File: src/rtl/detector_sentido_auto.sv
// Gate direction detector: synchronises and debounces the two barrier sensors, then
// follows the A/B occlusion order to issue entry (s) / exit (r) pulses for the counter.
module detector_sentido_auto #(
  parameter int DEB_CICLOS = 4,
  parameter int CAPACIDAD  = 7,
  parameter int ANCHO      = 3
) (
  input  logic             clk,
  input  logic             rst,
  input  logic             sensor_a,
  input  logic             sensor_b,
  input  logic [ANCHO-1:0] cuenta,
  output logic             s,
  output logic             r,
  output logic             lleno,
  output logic             evento_invalido,
  output logic             error_seq
);

  localparam int              CW      = (DEB_CICLOS > 1) ? $clog2(DEB_CICLOS) : 1;
  localparam logic [CW-1:0]   CNT_MAX = CW'(DEB_CICLOS - 1);
  localparam logic [ANCHO-1:0] CAP    = ANCHO'(CAPACIDAD);

  typedef enum logic [2:0] {
    IDLE, ENT_A, ENT_AB, ENT_B, SAL_B, SAL_AB, SAL_A, ERR
  } estado_t;

  // Bit 1 carries sensor A and bit 0 sensor B, so filt_q reads directly as {a_f, b_f}.
  logic [1:0]         sync1_q, sync1_d;
  logic [1:0]         sync2_q, sync2_d;
  logic [1:0]         filt_q, filt_d;
  logic [1:0][CW-1:0] cnt_q, cnt_d;
  estado_t            estado_q, estado_d;
  logic               s_q, s_d;
  logic               r_q, r_d;
  logic               inv_q, inv_d;

  // NOTE: every always_comb output gets a default first; a path that skips an assignment would infer a latch.
  always_comb begin
    sync1_d = {sensor_a, sensor_b};
    sync2_d = sync1_q;
    filt_d  = filt_q;
    cnt_d   = cnt_q;
    for (int i = 0; i < 2; i++) begin
      if (sync2_q[i] == filt_q[i]) begin
        cnt_d[i] = '0;
      end else if (cnt_q[i] == CNT_MAX) begin
        filt_d[i] = sync2_q[i];
        cnt_d[i]  = '0;
      end else begin
        cnt_d[i] = cnt_q[i] + CW'(1);
      end
    end
  end

  always_comb begin
    estado_d = estado_q;
    s_d      = 1'b0;
    r_d      = 1'b0;
    inv_d    = 1'b0;
    case (estado_q)
      IDLE:
        case (filt_q)
          2'b10:   estado_d = ENT_A;
          2'b01:   estado_d = SAL_B;
          2'b11:   estado_d = ERR;
          default: ;
        endcase
      ENT_A:
        case (filt_q)
          2'b11:   estado_d = ENT_AB;
          2'b00:   estado_d = IDLE;
          2'b01:   estado_d = ERR;
          default: ;
        endcase
      ENT_AB:
        case (filt_q)
          2'b01:   estado_d = ENT_B;
          2'b10:   estado_d = ENT_A;
          2'b00:   estado_d = ERR;
          default: ;
        endcase
      ENT_B:
        case (filt_q)
          2'b00: begin
            estado_d = IDLE;
            if (cuenta < CAP) s_d = 1'b1;
            else              inv_d = 1'b1;
          end
          2'b11:   estado_d = ENT_AB;
          2'b10:   estado_d = ERR;
          default: ;
        endcase
      SAL_B:
        case (filt_q)
          2'b11:   estado_d = SAL_AB;
          2'b00:   estado_d = IDLE;
          2'b10:   estado_d = ERR;
          default: ;
        endcase
      SAL_AB:
        case (filt_q)
          2'b10:   estado_d = SAL_A;
          2'b01:   estado_d = SAL_B;
          2'b00:   estado_d = ERR;
          default: ;
        endcase
      SAL_A:
        case (filt_q)
          2'b00: begin
            estado_d = IDLE;
            if (cuenta != '0) r_d = 1'b1;
            else              inv_d = 1'b1;
          end
          2'b11:   estado_d = SAL_AB;
          2'b01:   estado_d = ERR;
          default: ;
        endcase
      ERR:
        if (filt_q == 2'b00) estado_d = IDLE;
      default: estado_d = IDLE;
    endcase
  end

  // NOTE: state registers use non-blocking assignments so every flop samples pre-edge values.
  always_ff @(posedge clk) begin
    if (rst) begin
      sync1_q  <= '0;
      sync2_q  <= '0;
      filt_q   <= '0;
      cnt_q    <= '0;
      estado_q <= IDLE;
      s_q      <= 1'b0;
      r_q      <= 1'b0;
      inv_q    <= 1'b0;
    end else begin
      sync1_q  <= sync1_d;
      sync2_q  <= sync2_d;
      filt_q   <= filt_d;
      cnt_q    <= cnt_d;
      estado_q <= estado_d;
      s_q      <= s_d;
      r_q      <= r_d;
      inv_q    <= inv_d;
    end
  end

  assign s               = s_q;
  assign r               = r_q;
  assign evento_invalido = inv_q;
  assign error_seq       = (estado_q == ERR);
  assign lleno           = (cuenta == CAP);

endmodule

File: config.mk
export PLATFORM = sky130hd
export DESIGN_NAME = detector_sentido_auto
export DESIGN_NICKNAME = d
export VERILOG_FILES = /design/src/rtl/detector_sentido_auto.sv
export SDC_FILE = /design/constraint.sdc
export NUM_CORES = 1
export LEC_CHECK = 0
export CAP_MARGIN = 20
export CORE_MARGIN = 2
export CORE_UTILIZATION = 45
export DETAILED_ROUTE_END_ITERATION = 10
export PLACE_DENSITY = 0.67
export SLEW_MARGIN = 30
export SYNTH_ARGS = -nofsm -noshare
export SYNTH_HDL_FRONTEND = slang
export SYNTH_SLANG_ARGS = --single-unit
File: constraint.sdc
create_clock -name clk -period 2.7 [get_ports clk]
set_clock_uncertainty 0.2 [all_clocks]
set_input_delay 0.54 -clock clk [delete_from_list [all_inputs] [get_ports clk]]
set_output_delay 0.54 -clock clk [all_outputs]
set_load 0.005 [all_outputs]
==> results of run 1 <==
[registers in the layout, summed over array words and instances, names as in the netlist]
register,flops
filt_q,2
r,1
cnt_q,4
sync1_q,2
sync2_q,2
estado_q,3
s,1
evento_invalido,1
[Yosys cell counts (all sizes together)]
cell	count	share of area, %
ha	10	13
buf	6	4.2
nor3	2	1.0
or3	3	1.9
nor3b	1	0.77
a22oi	2	1.5
xnor2	2	1.8
nor2b	7	4.5
a31oi	3	1.9
dfxtp	16	33
and3	4	2.6
or4	1	0.77
nor2	13	5.0
a32oi	2	1.8
a221oi	1	0.90
o221ai	1	0.90
o31ai	1	0.77
o21ai	5	2.6
clkbuf	2	0.77
nor4	5	3.2
or2	1	0.64
nand3	3	1.5
mux2i	5	5.1
o21bai	1	1.9
o211ai	3	2.3
a211oi	2	1.5
nand2	4	1.5
inv	8	3.1
[metrics by stage]
step / total power [mW] / util [%] / cell area, µm² / instances
2_1_floorplan: 0.375 / - / 978 / 114
3_3_place_gp: 0.390 / 54.8 / 1100 / 147
3_5_place_dp: 0.391 / 54.8 / 1100 / 147
4_1_cts: 0.513 / 55.9 / 1120 / 150
5_1_grt: 0.541 / 55.9 / 1120 / 150
6_report: 0.506 / 55.9 / 1120 / 150
[power by group through the flow]
stage | logic (mW) | registers [mW] | clock network (mW)
after floorplan | 0.119 | 0.255 | 0
after global placement | 0.110 | 0.279 | 0
after detailed placement | 0.111 | 0.281 | 0
after CTS | 0.112 | 0.275 | 0.127
after global routing | 0.126 | 0.279 | 0.135
final | 0.112 | 0.275 | 0.119
[how the worst max path moves through the flow]
stage | cells after the start | from | endpoint | slack (ns)
global placement | 3 | cuenta[2] | lleno | 0.25
finish | 2 | estado_q[0] | error_seq | 0.23
detailed placement | 3 | cuenta[0] | lleno | 0.24
CTS | 2 | estado_q[0] | error_seq | 0.23
global route | 2 | estado_q[0] | error_seq | 0.12
floorplan | 7 | filt_q[0] | estado_q[0] | 0.61
[cells by family (layout without fill, tap and decap cells)]
| kind of cell | after synthesis | count (layout) | share of synthesized area [%] |
|---|---|---|---|
| mux | 5 | 5 | 5.12 |
| fa+ha+maj | 10 | 10 | 12.8 |
| compound gates | 21 | 21 | 16.1 |
| xor+xnor | 2 | 2 | 1.79 |
| simple gates | 44 | 44 | 23.4 |
| buf+inv | 16 | 25 | 8.06 |
| flops | 16 | 16 | 32.7 |
[area by class of cell]
class / instances / area (µm²)
flip-flops and latches: 16 / 320
well taps: 27 / 33.8
fillers: 190 / 883
inverters: 8 / 30.0
repair buffers: 14 / 133
multi-input cells: 82 / 579
clock buffers: 3 / 22.5
[per-layer routing]
metal  vias up  part of all wire, %  global-route usage (%)
met5         -                    0                       0
met4         0                    0                    2.70
met3         0                  5.6                    4.76
met2        23                   49                    28.1
met1       386                   45                    18.4
li1        423                    -                       -
[worst max-delay path: cells and delay by family (launching register included)]
kind	cells	cell delay, ns
DFF	1	0.68
buffers and inverters	1	0.51
and+or+nand+nor	1	0.26
==> out/metrics.yaml, run 1 <==
status: "complete, no violations"
slowest_stage: "dfxtp_1"
worstHoldPathCells: 1
row_count: 16
die_y_um: 50.6
netSwitchingFraction_pct: 29.3
hold_start: "cnt_q[0]"
ys_seq_elements: 16
power_leakage_nw: 0.420
avgSynthCellArea_um2: 8.58
clk_pin_slew_ns: 0.09
port_buffers: 11
wl_per_cell_um: 11.9
finalHoldViolCount: 0
netlist_area_um2: 978
clock_sinks: 16
final_common_cell: "dfxtp_1"
cts_resized: 0
yosysSeqAreaShare_pct: 32.7
routed_via_density: 5.55
antenna_found_initial: 0
clkLatencyLatePin_ns: 0.28
die_w_um: 50.6
critPathKind: "reg -> out"
dp.final_hpwl_mm: 1.33
worst_setup_path_end_kind: "output pin"
r2r_cells: 7
vias: 832
start_kind: "flip-flop"
fmax_mhz: 405
cts_hold_buf: 0
layout-drive-gt1-share_pct: 7.32
place_congestion: 0.861
clkPwrFrac_pct: 23.5
finalSetupTns_ns: 0
rsz0062_at_grt: "no"
crit_path_cell_trace: "and3_1, clkdlybuf4s50_1"
tightest_slew_ns: 0.554
track_usage_pct: 15.6
post_cts_buffers: 0
worstPathArrival_ns: 1.73
max_stage_delay_ns: 0.68
start_util_pct: 48.9
p_per_area_nw_per_um2: 453
fin_crit_sh_pct: 91.5
nets: 142
syn_inst: 114
setup_ws_ns: 0.231
final_antenna_net_count: 0
finalMaxSlewViolations: 0
drc: 0
grt_max_degree: 20
fin_crit_ns: 2.47
yosysWarnings: 0
floorplan.die_area_um2: 2560
crit-reg2reg-launch: "filt_q[1]"
insertedDiodeCount: 0
p_int_mw: 0.358
post-place-ws_ns: 0.245
coreArea_um2: 2000
synth.distinct_cells: 32
wl_mm: 1.78
ios: 12
required_ns: 1.96
setup_viol_count_final: 0
ff2ff_setup_slack_ns: 0.41
hold_path_class: "reg -> reg"
min_to: "cnt_q[0]"
relSlewSlack_pct: 63.0
drv_cap: 0
cts_tree: "done"
overflow: 0
synth_fp_nets: 131
worst-path-max-fanout: 19
grt_pass1_vias: 757
drtIter0Drc: 28
final_cell_mix: "dfxtp_1 (16), nor2_1 (13), clkdlybuf4s50_1 (11)"
ir_worst_vdd_mv: 0.432
numCtsBuffers: 3
grt_pass1_wl_mm: 3.11
clock_path_buffers: 2
area_delta_synth_final_pct: 14.3
cts-root-buf: "clkbuf_4"
hold-worst-slack_ns: 0.216
power_frac_seq_pct: 54.4
comb_power_share_pct: 22.1
htreeDepth: 1
dr.pass1.iters: 4
p_sw_mw: 0.149
r2r-end: "estado_q[0]"
No activity file was read; power rests on OpenSTA's default activity.
==> run 2: changes to the inputs <==
- DONT_BUFFER_PORTS: default -> 1
- PLACE_DENSITY: 0.67 -> default
- REMOVE_ABC_BUFFERS: default -> 1
==> run 2 against run 1 <==
  * Final cell count fell by 8.7%
  * Worst hold slack got worse by 0.11 ns
  * Clock power rose by 34%
  * Combinational power fell by 15%
  * Routed wire length fell by 5.0%
  * Design area fell by 11%
==> out/metrics.yaml, run 2 (synthesized netlist as in run 1, its figures left out) <==
vias: 752  # -9.6%
clk_pin_slew_ns: 0.10  # about the same
fin_crit_ns: 2.28  # -0.189 ns
seqCellArea_um2: 320  # unchanged
post-place-ws_ns: 0.447  # +0.203 ns
setup_ws_ns: 0.419  # +0.189 ns
htreeDepth: 1  # unchanged
routed_via_density: 5.49  # -1.0%
fillers: 205  # +7.9%
start_util_pct: 48.9  # unchanged
fin_cells: 137  # -8.7%
start_kind: "flip-flop"
nets: 128  # -9.9%
wl_mm: 1.69  # -5.0%
grt_max_degree: 24  # +20%
hold_path_class: "in -> reg"
worstHoldPathCells: 1  # unchanged
floorplan.die_area_um2: 2560  # unchanged
ir_worst_vdd_mv: 0.263  # -39%
numCtsBuffers: 3  # unchanged
multi_input_area_um2: 579  # unchanged
ff2ff_setup_slack_ns: 0.42  # about the same
top_regs: "cnt_q: 4 flops, estado_q: 3 flops"
track_usage_pct: 14.5  # -1.1 points
relSlewSlack_pct: 54.2  # -8.9 points
fmax_mhz: 438  # +8.3%
hold_start: "rst"
die_w_um: 50.6  # unchanged
clock_path_buffers: 2  # unchanged
highest_layer: "met4"
met1_length_um: 825  # +2.6%
cts_tree: "done"
power_leakage_nw: 0.371  # -12%
final_antenna_net_count: 0  # unchanged
status: "complete, no violations"
crit-reg2reg-launch: "filt_q[0]"
worst_setup_path_end_kind: "flip-flop"
grt_pass1_wl_mm: 2.90  # -6.7%
coreArea_um2: 2000  # unchanged
finalMaxSlewViolations: 0  # unchanged
grt_pass1_vias: 669  # -12%
drc: 0  # unchanged
r2r_cells: 7  # unchanged
required_ns: 2.71  # +0.75 ns
total_power_mw: 0.531  # +4.8%
die_y_um: 50.6  # unchanged
dp.final_hpwl_mm: 1.22  # -8.0%
hold-worst-slack_ns: 0.110  # -0.107 ns
place_congestion: 0.760  # -12%
port_buffers: 0  # -11
largest_reg_flops: 4  # unchanged
antenna_found_initial: 0  # unchanged
p_per_area_nw_per_um2: 531  # +17%
finalHoldViolCount: 0  # unchanged
critPathKind: "reg -> reg"
worst-path-max-fanout: 7  # -12
clkLatencyLatePin_ns: 0.28  # about the same
final_cell_mix: "dfxtp_1 (16), nor2_1 (13), ha_1 (10)"
final_cell_area_um2: 1000  # -11%
r2r-end: "estado_q[0]"
row_count: 16  # unchanged
cts_hold_buf: 0  # unchanged
area_delta_synth_final_pct: 2.17
cts_resized: 0  # unchanged
rsz0062_at_grt: "no"
placed_cell_area_um2: 963  # -12%
drtIter0Drc: 5  # -82%
clock_sinks: 16  # unchanged
tightest_slew_ns: 0.687  # +0.133 ns
wl_per_cell_um: 12.4  # +4.0%
dp_cells: 133  # -9.5%
cts-root-buf: "clkbuf_4"
final_common_cell: "dfxtp_1"
dr.pass1.iters: 4  # unchanged
post_cts_buffers: 0  # unchanged
regMostFlops: "cnt_q"
finalSetupTns_ns: 0  # unchanged
setup_viol_count_final: 0  # unchanged
wl_met3_um: 32  # -68%
drv_cap: 0  # unchanged
fin_crit_sh_pct: 84.5  # -7.0 points
min_to: "sync1_q[1]"
worstPathArrival_ns: 2.29  # +0.56 ns
insertedDiodeCount: 0  # unchanged
layout-drive-gt1-share_pct: 6.36  # -0.95 points
finish.utilization_pct: 49.9  # -5.9 points
overflow: 0  # unchanged
ios: 12  # unchanged
dr_wl_met2_um: 822  # -6.4%
==> run 2: cell type report <==
class / instances / share of cell area [%]
Sequential cell: 16 / 32.0
Tap cell: 27 / 3.38
Multi-Input combinational cell: 82 / 57.9
Clock buffer: 4 / 3.63
Inverter: 8 / 3.00
==> run 2: critical path, cell delays in order (launching register included) <==
cell and delay [ns]:
dfxtp_1 0.47, inv_1 0.15, ha_1 0.34, nor2b_1 0.14
o211ai_1 0.22, nand3_1 0.14, or4_1 0.48, o31ai_1 0.07
==> run 2: layer usage <==
metal | GRT usage, % | up-vias
li1 | - | 393
met2 | 23.7 | 11
met5 | 0 | -
met1 | 19.6 | 346
met3 | 1.79 | 2
met4 | 5.41 | 0
==> run 2: worst max path at each step <==
stage	startpoint	end	slack [ns]	depth (start not counted)
detailed placement	filt_q[0]	estado_q[0]	0.45	7
finish	filt_q[0]	estado_q[0]	0.42	7
global route	filt_q[0]	estado_q[0]	0.24	7
global placement	filt_q[1]	estado_q[0]	0.47	7
floorplan	filt_q[0]	estado_q[0]	0.59	7
CTS	filt_q[0]	estado_q[0]	0.41	7
==> run 2: power breakdown <==
part / total, mW / switching, mW / internal (mW)
sequential: 0.276 / 0.0302 / 0.246
combinational: 0.0952 / 0.0448 / 0.0503
clock: 0.159 / 0.0772 / 0.0820
total: 0.531 / 0.152 / 0.378
